## config.mk

```make
export PLATFORM = sky130hd
export DESIGN_NAME = cable_launch_ctrl_flat
export DESIGN_NICKNAME = d
export VERILOG_FILES = /design/src/rtl/cable_launch_ctrl_if.sv /design/src/rtl/cable_launch_ctrl.sv /design/src/flat_wrapper.sv
export SDC_FILE = /design/constraint.sdc
export NUM_CORES = 1
export LEC_CHECK = 0
export ABC_AREA = 1
export CAP_MARGIN = 10
export CORE_MARGIN = 2
export CORE_UTILIZATION = 52
export DETAILED_ROUTE_END_ITERATION = 8
export GPL_TIMING_DRIVEN = 0
export PLACE_DENSITY = 0.86
export SLEW_MARGIN = 0
export SYNTH_ARGS = -nofsm -noshare
export SYNTH_HDL_FRONTEND = slang
export SYNTH_SLANG_ARGS = --single-unit
```

## constraint.sdc

```tcl
create_clock -name clk -period 1.6 [get_ports clk]
set_clock_uncertainty 0.15 [all_clocks]
set_input_delay 0.32 -clock clk [delete_from_list [all_inputs] [get_ports clk]]
set_output_delay 0.32 -clock clk [all_outputs]
set_load 0.005 [all_outputs]
```

## src/rtl/cable_launch_ctrl_if.sv

```systemverilog
`default_nettype none
// ============================================================================
// Module  : cable_launch_ctrl_if
// Brief   : Signal bundle between game/trajectory logic and cable_launch_ctrl.
// Rev     : 1.0
// ============================================================================
interface cable_launch_ctrl_if;
    logic       startOfFrame;
    logic       launchKey;
    logic       IsInCircular;
    logic       collision_raw;
    logic       launch_Cable;
    logic       collision;
    logic [2:0] ctrlState;
    logic       retractCause;
    logic [7:0] launchCount;

    modport master (
        output startOfFrame, launchKey, IsInCircular, collision_raw,
        input  launch_Cable, collision, ctrlState, retractCause, launchCount
    );

    modport slave (
        input  startOfFrame, launchKey, IsInCircular, collision_raw,
        output launch_Cable, collision, ctrlState, retractCause, launchCount
    );
endinterface
`default_nettype wire

```

## src/rtl/cable_launch_ctrl.sv

```systemverilog
`default_nettype none
// ============================================================================
// Module  : cable_launch_ctrl
// Brief   : Qualifies the launch key, reduces collision hits to one retract
//           pulse per shot and enforces a frame-based cooldown.
//           Define CABLE_AUTO_RETRACT_EN to force a retract after
//           MAX_EXTEND_FRAMES frames of extension.
// Rev     : 1.0
// ============================================================================
module cable_launch_ctrl #(
    parameter int LAUNCH_TIMEOUT_FRAMES = 8,
    parameter int MAX_EXTEND_FRAMES     = 60,
    parameter int COOLDOWN_FRAMES       = 15
) (
    input wire                 clk,
    input wire                 reset,
    cable_launch_ctrl_if.slave bus
);

    typedef enum logic [2:0] {
        READY    = 3'd0,
        LAUNCH   = 3'd1,
        EXTEND   = 3'd2,
        RETRACT  = 3'd3,
        COOLDOWN = 3'd4
    } state_t;

    localparam logic [6:0] c_LAUNCH_TO = 7'(LAUNCH_TIMEOUT_FRAMES);
    localparam logic [6:0] c_COOL      = 7'(COOLDOWN_FRAMES);
    localparam int         c_LIM_A     = (LAUNCH_TIMEOUT_FRAMES > COOLDOWN_FRAMES) ?
                                         LAUNCH_TIMEOUT_FRAMES : COOLDOWN_FRAMES;
    localparam int         c_LIM_MAX   = (c_LIM_A > MAX_EXTEND_FRAMES) ? c_LIM_A : MAX_EXTEND_FRAMES;
    // Frame counter parks at the largest limit so it can never wrap back to a match.
    localparam logic [6:0] c_FC_CEIL   = (c_LIM_MAX > 127) ? 7'd127 : 7'(c_LIM_MAX);
`ifdef CABLE_AUTO_RETRACT_EN
    localparam logic [6:0] c_MAX_EXT   = 7'(MAX_EXTEND_FRAMES);
`endif

    state_t     state_q, state_d;
    logic [6:0] frame_cnt_q, frame_cnt_d;
    logic [7:0] launch_count_q, launch_count_d;
    logic       retract_cause_q, retract_cause_d;
    logic       collision_q, collision_d;
    logic       launch_cable_q, launch_cable_d;
    logic       key_d_q, key_d_d;
    logic       key_edge_q, key_edge_d;
    logic       circ_q, circ_d;
    logic       hit_q, hit_d;
    logic       w_counting;

    assign w_counting = (state_q == LAUNCH) || (state_q == EXTEND) || (state_q == COOLDOWN);

    always_comb begin
        state_d         = state_q;
        frame_cnt_d     = frame_cnt_q;
        launch_count_d  = launch_count_q;
        retract_cause_d = retract_cause_q;
        collision_d     = 1'b0;
        key_d_d         = bus.launchKey;
        key_edge_d      = bus.launchKey & ~key_d_q;
        circ_d          = bus.IsInCircular;
        hit_d           = bus.collision_raw;

        unique case (state_q)
            READY: begin
                if (key_edge_q && circ_q) begin
                    state_d = LAUNCH;
                end
            end
            LAUNCH: begin
                if (!circ_q) begin
                    state_d = EXTEND;
                    if (launch_count_q != 8'hFF) begin
                        launch_count_d = launch_count_q + 8'd1;
                    end
                end else if (frame_cnt_q == c_LAUNCH_TO) begin
                    state_d = READY;
                end
            end
            EXTEND: begin
                // Object hit takes priority over the extension timeout.
                if (hit_q) begin
                    state_d         = RETRACT;
                    collision_d     = 1'b1;
                    retract_cause_d = 1'b0;
                end
`ifdef CABLE_AUTO_RETRACT_EN
                else if (frame_cnt_q == c_MAX_EXT) begin
                    state_d         = RETRACT;
                    collision_d     = 1'b1;
                    retract_cause_d = 1'b1;
                end
`endif
                else if (circ_q) begin
                    state_d = COOLDOWN;
                end
            end
            RETRACT: begin
                if (circ_q) begin
                    state_d = COOLDOWN;
                end
            end
            COOLDOWN: begin
                if (frame_cnt_q == c_COOL) begin
                    state_d = READY;
                end
            end
            default: begin
                state_d = READY;
            end
        endcase

        if (state_d != state_q) begin
            frame_cnt_d = 7'd0;
        end else if (bus.startOfFrame && w_counting && (frame_cnt_q != c_FC_CEIL)) begin
            frame_cnt_d = frame_cnt_q + 7'd1;
        end

        launch_cable_d = (state_d == LAUNCH);
    end

    always_ff @(posedge clk or posedge reset) begin
        if (reset) begin
            state_q         <= READY;
            frame_cnt_q     <= 7'd0;
            launch_count_q  <= 8'd0;
            retract_cause_q <= 1'b0;
            collision_q     <= 1'b0;
            launch_cable_q  <= 1'b0;
            key_d_q         <= 1'b0;
            key_edge_q      <= 1'b0;
            circ_q          <= 1'b0;
            hit_q           <= 1'b0;
        end else begin
            state_q         <= state_d;
            frame_cnt_q     <= frame_cnt_d;
            launch_count_q  <= launch_count_d;
            retract_cause_q <= retract_cause_d;
            collision_q     <= collision_d;
            launch_cable_q  <= launch_cable_d;
            key_d_q         <= key_d_d;
            key_edge_q      <= key_edge_d;
            circ_q          <= circ_d;
            hit_q           <= hit_d;
        end
    end

    assign bus.launch_Cable = launch_cable_q;
    assign bus.collision    = collision_q;
    assign bus.ctrlState    = state_q;
    assign bus.retractCause = retract_cause_q;
    assign bus.launchCount  = launch_count_q;

endmodule
`default_nettype wire
```

## src/flat_wrapper.sv

```systemverilog
// flat-port wrapper written by rule: the top's interface ports become plain ports
module cable_launch_ctrl_flat 
#(
    parameter int LAUNCH_TIMEOUT_FRAMES = 8,
    parameter int MAX_EXTEND_FRAMES     = 60,
    parameter int COOLDOWN_FRAMES       = 15
)
  (clk, reset, bus_startOfFrame, bus_launchKey, bus_IsInCircular, bus_collision_raw, bus_launch_Cable, bus_collision, bus_ctrlState, bus_retractCause, bus_launchCount);
  cable_launch_ctrl_if bus_i ();
  input wire clk;
  input wire reset;
  input wire logic [$bits(bus_i.startOfFrame)-1:0] bus_startOfFrame;
  input wire logic [$bits(bus_i.launchKey)-1:0] bus_launchKey;
  input wire logic [$bits(bus_i.IsInCircular)-1:0] bus_IsInCircular;
  input wire logic [$bits(bus_i.collision_raw)-1:0] bus_collision_raw;
  output wire logic [$bits(bus_i.launch_Cable)-1:0] bus_launch_Cable;
  output wire logic [$bits(bus_i.collision)-1:0] bus_collision;
  output wire logic [$bits(bus_i.ctrlState)-1:0] bus_ctrlState;
  output wire logic [$bits(bus_i.retractCause)-1:0] bus_retractCause;
  output wire logic [$bits(bus_i.launchCount)-1:0] bus_launchCount;
  assign bus_i.startOfFrame = bus_startOfFrame;
  assign bus_i.launchKey = bus_launchKey;
  assign bus_i.IsInCircular = bus_IsInCircular;
  assign bus_i.collision_raw = bus_collision_raw;
  assign bus_launch_Cable = bus_i.launch_Cable;
  assign bus_collision = bus_i.collision;
  assign bus_ctrlState = bus_i.ctrlState;
  assign bus_retractCause = bus_i.retractCause;
  assign bus_launchCount = bus_i.launchCount;
  cable_launch_ctrl #(.LAUNCH_TIMEOUT_FRAMES(LAUNCH_TIMEOUT_FRAMES), .MAX_EXTEND_FRAMES(MAX_EXTEND_FRAMES), .COOLDOWN_FRAMES(COOLDOWN_FRAMES)) u_core (.clk(clk), .reset(reset), .bus(bus_i));
endmodule
```

# Yosys cells after proc, flatten, opt, wreduce, memory -nomap -nowiden
# Index checks and enable logic that the tools add are counted.
[word_totals] elab_cells=43 in_bits=6 reg_bits=24
[op_classes] reduce_logical=8 mux=11 addsub=2 n_eq_ne=10 bitwise=3
[ops] op="$mux 3" count=6
[ops] op="$pmux 3 s5" count=1
[ops] op="$eq 7x4->1 const B" count=2
[ops] op="$mux 7" count=2
[ops] op="$add 8x1->8 const B" count=1
[ops] op="$ne 8x8->1 const B" count=1
[ops] op="$add 7x1->7 const B" count=1
[ops] op="$ne 7x6->1 const B" count=1
[ops] op="$eq 3x1->1 const B" count=2
[ops] op="$eq 3x2->1 const B" count=2
[ops] op="$eq 3x3->1 const B" count=1
[ops] op="$logic_and 1x1->1" count=3
[ops] op="$logic_not 3->1" count=1
[ops] op="$ne 3x3->1" count=1
[ops] op="$reduce_and 3->1" count=1
[ops] op="$logic_or 1x1->1" count=2
[ops] op="$mux 1" count=2
[ops] op="$not 1->1" count=2
[ops] op="$reduce_bool 2->1" count=1
[ops] op="$and 1x1->1" count=1

# Longest topological paths before layout
[depth] ltp_word=7 ltp_mapped=12 ltp_nobuf=12

# Worst setup path before layout
# No wires, ideal clock.
[synth_path] path_kind="register to register" start="register u_core.state_q[2] (netlist: u_core.bus.ctrlState[2])" end="register u_core.launch_count_q[5] (netlist: u_core.bus.launchCount[5])" required_time_ns=1.326 arrival_time_ns=1.270 synth_period_minus_slack_ns=1.544 stages_incl_launch_ff=10 setup_slack_ns=0.056 path_cell_list="dfrtp_1 > inv_2 > nand3_2 > nor2_2 > inv_2 > nor2_4 > inv_2 > nor2_4 > nand3_1 > xnor2_1"
[synth_via] elab_chain_cells=2
[synth_rtl] element="start: declaration" line_no="cable_launch_ctrl.sv:39" text="state_t state_q, state_d;"
[synth_rtl] element="start signal: assignment" line_no="cable_launch_ctrl.sv:135" text="state_q <= state_d;"
[synth_rtl] element="$eq 3x1->1" line_no="cable_launch_ctrl.sv:64" text="unique case (state_q)"
[synth_rtl] element="$reduce_and 3->1 (no source line)"
[synth_rtl] element="end signal: assignment" line_no="cable_launch_ctrl.sv:137" text="launch_count_q <= launch_count_d;"
[synth_rtl] element="end: declaration" line_no="cable_launch_ctrl.sv:41" text="logic [7:0] launch_count_q, launch_count_d;"
# Every way passes these cells.
# A chain may end at the register's enable or synchronous reset.

# Worst setup path after layout
[layout_path] start="register u_core.frame_cnt_q[0]" end="register u_core.frame_cnt_q[0]"
[layout_via] elab_chain_cells=6 word_cells_on_any_way=13 classes_between="add/sub: 1; eq/ne: 4; mux: 6; reduce/logical: 2"
[layout_rtl] element="start: declaration" line_no="cable_launch_ctrl.sv:40" text="logic [6:0] frame_cnt_q, frame_cnt_d;"
[layout_rtl] element="start signal: assignment" line_no="cable_launch_ctrl.sv:136" text="frame_cnt_q <= frame_cnt_d;"
[layout_rtl] element="$eq 7x4->1" line_no="cable_launch_ctrl.sv:76" text="end else if (frame_cnt_q == c_LAUNCH_TO) begin"
[layout_rtl] element="$mux 3" line_no="cable_launch_ctrl.sv:76"
[layout_rtl] element="$mux 3" line_no="cable_launch_ctrl.sv:71" text="if (!circ_q) begin"
[layout_rtl] element="$pmux 3 s5" line_no="cable_launch_ctrl.sv:64"
[layout_rtl] element="$ne 3x3->1" line_no="cable_launch_ctrl.sv:113" text="if (state_d != state_q) begin"
[layout_rtl] element="$mux 7 / $reduce_bool 2->1 (equally long branches)"
# Parallel ways exist; a longest one is shown, timed or not. The select of a mux whose other input is x is not followed.

==> impl_results.md <==
- RSZ-0062 raised after global routing: yes
- Bufs on Longest Clock Path: 2
- Peak VDD IR: 1.12 mV
- Post-Syn Area: 1230 sq um
- First-pass GRT wire length: 4470 um
- # diodes: 0
- TritonCTS buffer count: 3
- Arrival @ worst endpoint: 1840 ps
- Share of the synthesized area in the top cell type: 48.6%
- FILL cells: 138
- Failing checks: negative setup slack
- Post-synth ARST share: between 90% and 100%
- Initial core utilization: 55.3%
- Worst Setup End Kind: flip-flop
- Non-filler instance count after layout: 219
- Root Buffer: clkbuf_4
- Largest net degree at the start of global routing: 25
- CTS tree: yes
- GPL Wtd Cong: 0.773
- Cts hold-fix bufs: 0
- Worst Setup Path Type: reg2reg
- Synth area leader: dfrtp_1
- Library cells used by synthesis: 22
- Cell Rows: 17
- Die W: 52.7 um
- Final Max Slew Viols: 0
- R2R setup slack: -140 ps
- Max frequency: 575 MHz
- Final Cell Area: about 1700 sq um
- Startpoint type of the worst setup path: flip-flop
- Pre-antenna DRT Iters: 4
- CP max FO: 7
- CP max-delay cell: dfrtp_1
- Synth Register Bits: 24
- Nets: 201
- Cells after Synth: around 150
- Critical Path Max Stage Delay: 430 ps
- Worst EP required: 1710 ps
- Status: complete, but fails checks
- Leakage: 0.000933 uW
- Primary FF master, synth: dfrtp_1
- Placed cell areas: 1450 sq um
- Routed Antenna Nets: 0
- Placed Cells: 192
- Worst min path class: reg2reg
- Clock Sinks: 24
- Port buffer count: 18
- Synth top area cells: dfrtp_1 49%, nand2_1 9.4%, xor2_1 6.4%
- Post-synth net total: 155
- EDFF count, synth: 0
- Hold Violations, Final: 0
- Max Cap Viol: 0
- IO Pins: 20
- Area delta synth->final: 40.9%
- Fin crit period: 1740 ps
- Sequential cell area: 603 sq um
- Initial antenna violation count: 0
- Top cells by count, synth: 31 x nand2_1, 24 x dfrtp_1, 20 x inv_1, 17 x nor2_1, 10 x nand3_1
- Tightest hold margin: between 200 and 300 ps
- Drt wl/cell: 13.3 um
- Cells along the critical path: inv_2 > ha_4 > nand2_2 > nor2_2 > nand2_1 > nand4_1 > nand3_1 > nor2_1 > nand2_1 > nand2_2 > nand2_4 > nor2_2
- 1st-iter DRT viols: 40
- HPWL after DPL: between 1500 and 2000 um
- Number of remaining DRC errors: 0
- Final WS setup: -139 ps
- Warnings, synthesis: 0
- Vias in the first global route: 1,080
- Avg Inst Size Synth: 8.46 sq um
- Power per cell area: 1270 nW/um^2
- Count leader, synth: nand2_1
- Setup TNS: -1080 ps
- Multi-input gate area: between 600 and 700 sq um
- Fraction of layout cells with a size suffix above 1: between 30% and 40%
- Busiest grt layer: met2
- Core area: 2230 sq um
- Skew-Pair Late Insertion Delay: 310 ps
- Final setup viols: 9
- Tcrit/Tclk final: 109%
- Clk pin slew, worst setup/hold paths: 130 ps
- Die Ht: 52.7 um
- Met1 GRT Util: 28.2%
- Worst slew pin tran: 860 ps
- Met3 Resource Use GR: 2.00%
- Vias: 1,095
- Slew margin rel.: 42.6%
- H-tree depth: 1
- Total track usage: approximately 22%
- DRT Wirelength: slightly below 3000 um
- Register area share after synthesis: between 40 and 50%
- Number of vias per cell: approximately 5.0
- Die footprint: 2780 sq um
- Met2 usage: around two fifths
- Grt total ovfl: 0
==> routing by layer <==
metal  part of all wire, %  vias up
li1                      -      543
met1                    44      509
met2                    49       35
met3                   3.7        8
met4                   3.0        0
met5                     0        -
==> kinds of logic after synthesis <==
group                    Yosys count  share of synthesized area (%)
XOR/XNOR                          11                           7.80
buffers and inverters             26                           8.21
AO/OA/AOI/OAI                      5                           2.63
adder cells (fa/ha/maj)            3                           3.04
other                              1                          0.304
flip-flops                        24                           48.6
AND/OR/NAND/NOR                   76                           29.4
==> layout by cell type, fill, tap and decap left out, types with 5 or more instances in the layout <==
| master | synthesis | routed |
|---|---|---|
| dfrtp_1 | 24 | 22 |
| xor2_1 | 9 | 7 |
| buf_4 | 1 | 23 |
| inv_2 | 5 | 7 |
| dlygate4sd2_1 | 0 | 9 |
| clkdlybuf4s50_1 | 0 | 5 |
| nand4_1 | 8 | 8 |
| nor2_2 | 3 | 8 |
| nor2_1 | 17 | 11 |
| nand2_1 | 31 | 28 |
| inv_1 | 20 | 18 |
| nand3_1 | 10 | 9 |
==> final timing paths <==
check                                             startpoint                                end  depth (start not counted)
setup / recovery           u_core.frame_cnt_q[0]$_DFFE_PP0P_  u_core.frame_cnt_q[0]$_DFFE_PP0P_                         12
hold / removal                      u_core.key_d_q$_DFF_PP0_        u_core.key_edge_q$_DFF_PP0_                          1
setup reg to reg           u_core.frame_cnt_q[0]$_DFFE_PP0P_  u_core.frame_cnt_q[0]$_DFFE_PP0P_                         12
hold reg to reg                     u_core.key_d_q$_DFF_PP0_        u_core.key_edge_q$_DFF_PP0_                          1
max in group asynchronous                              reset  u_core.bus.ctrlState[0]$_DFF_PP0_                          2
min in group asynchronous                              reset  u_core.frame_cnt_q[1]$_DFFE_PP0P_                          2
==> through the flow <==
stage	power (uW)	setup slack [ps]	utilization [%]
2_1_floorplan	1240	55.5	-
3_5_place_dp	1520	-109	64.9
6_report	2220	-139	77.9
5_1_grt	2350	-274	77.9
4_1_cts	2060	-105	74.3
3_3_place_gp	1490	-68.9	64.9
==> worst max-delay path, delay by kind of cell (launching register included) <==
kind | cells | cell delay, ps
adder cells (fa/ha/maj) | 1 | 140
AND/OR/NAND/NOR | 10 | 880
buffers and inverters | 1 | 90
flip-flops | 1 | 430
==> report_power, final <==
part           total (uW)  internal, uW  switching (uW)
combinational         986           449             537
clock                 430           253             177
sequential            800           703            96.2
total                2220          1410             810
==> final cells by class <==
| class | count | area share [%] |
|---|---|---|
| clock inverter | 1 | 1.73 |
| buffer | 1 | 0.431 |
| tap | 28 | 2.01 |
| multi-input combinational | 96 | 34.9 |
| clock buffer | 3 | 1.29 |
| timing repair buffer | 41 | 19.6 |
| sequential | 24 | 34.7 |
| inverter | 25 | 5.39 |
==> what timing repair did <==
action / in CTS / in global routing
resized for setup: 25 / 16
setup buffers: 20 / 6
endpoints found under the setup margin: 23 / 16
pin swaps: 6 / 7
==> state kept, by name, indices dropped and copies added (netlist names) <==
name                     count
u_core.bus.collision         1
u_core.bus.ctrlState         3
u_core.bus.launchCount       8
u_core.bus.launch_Cable      1
u_core.circ_q                1
u_core.frame_cnt_q           7
u_core.hit_q                 1
u_core.key_d_q               1
u_core.key_edge_q            1
Power figures use the tool's default switching activity.
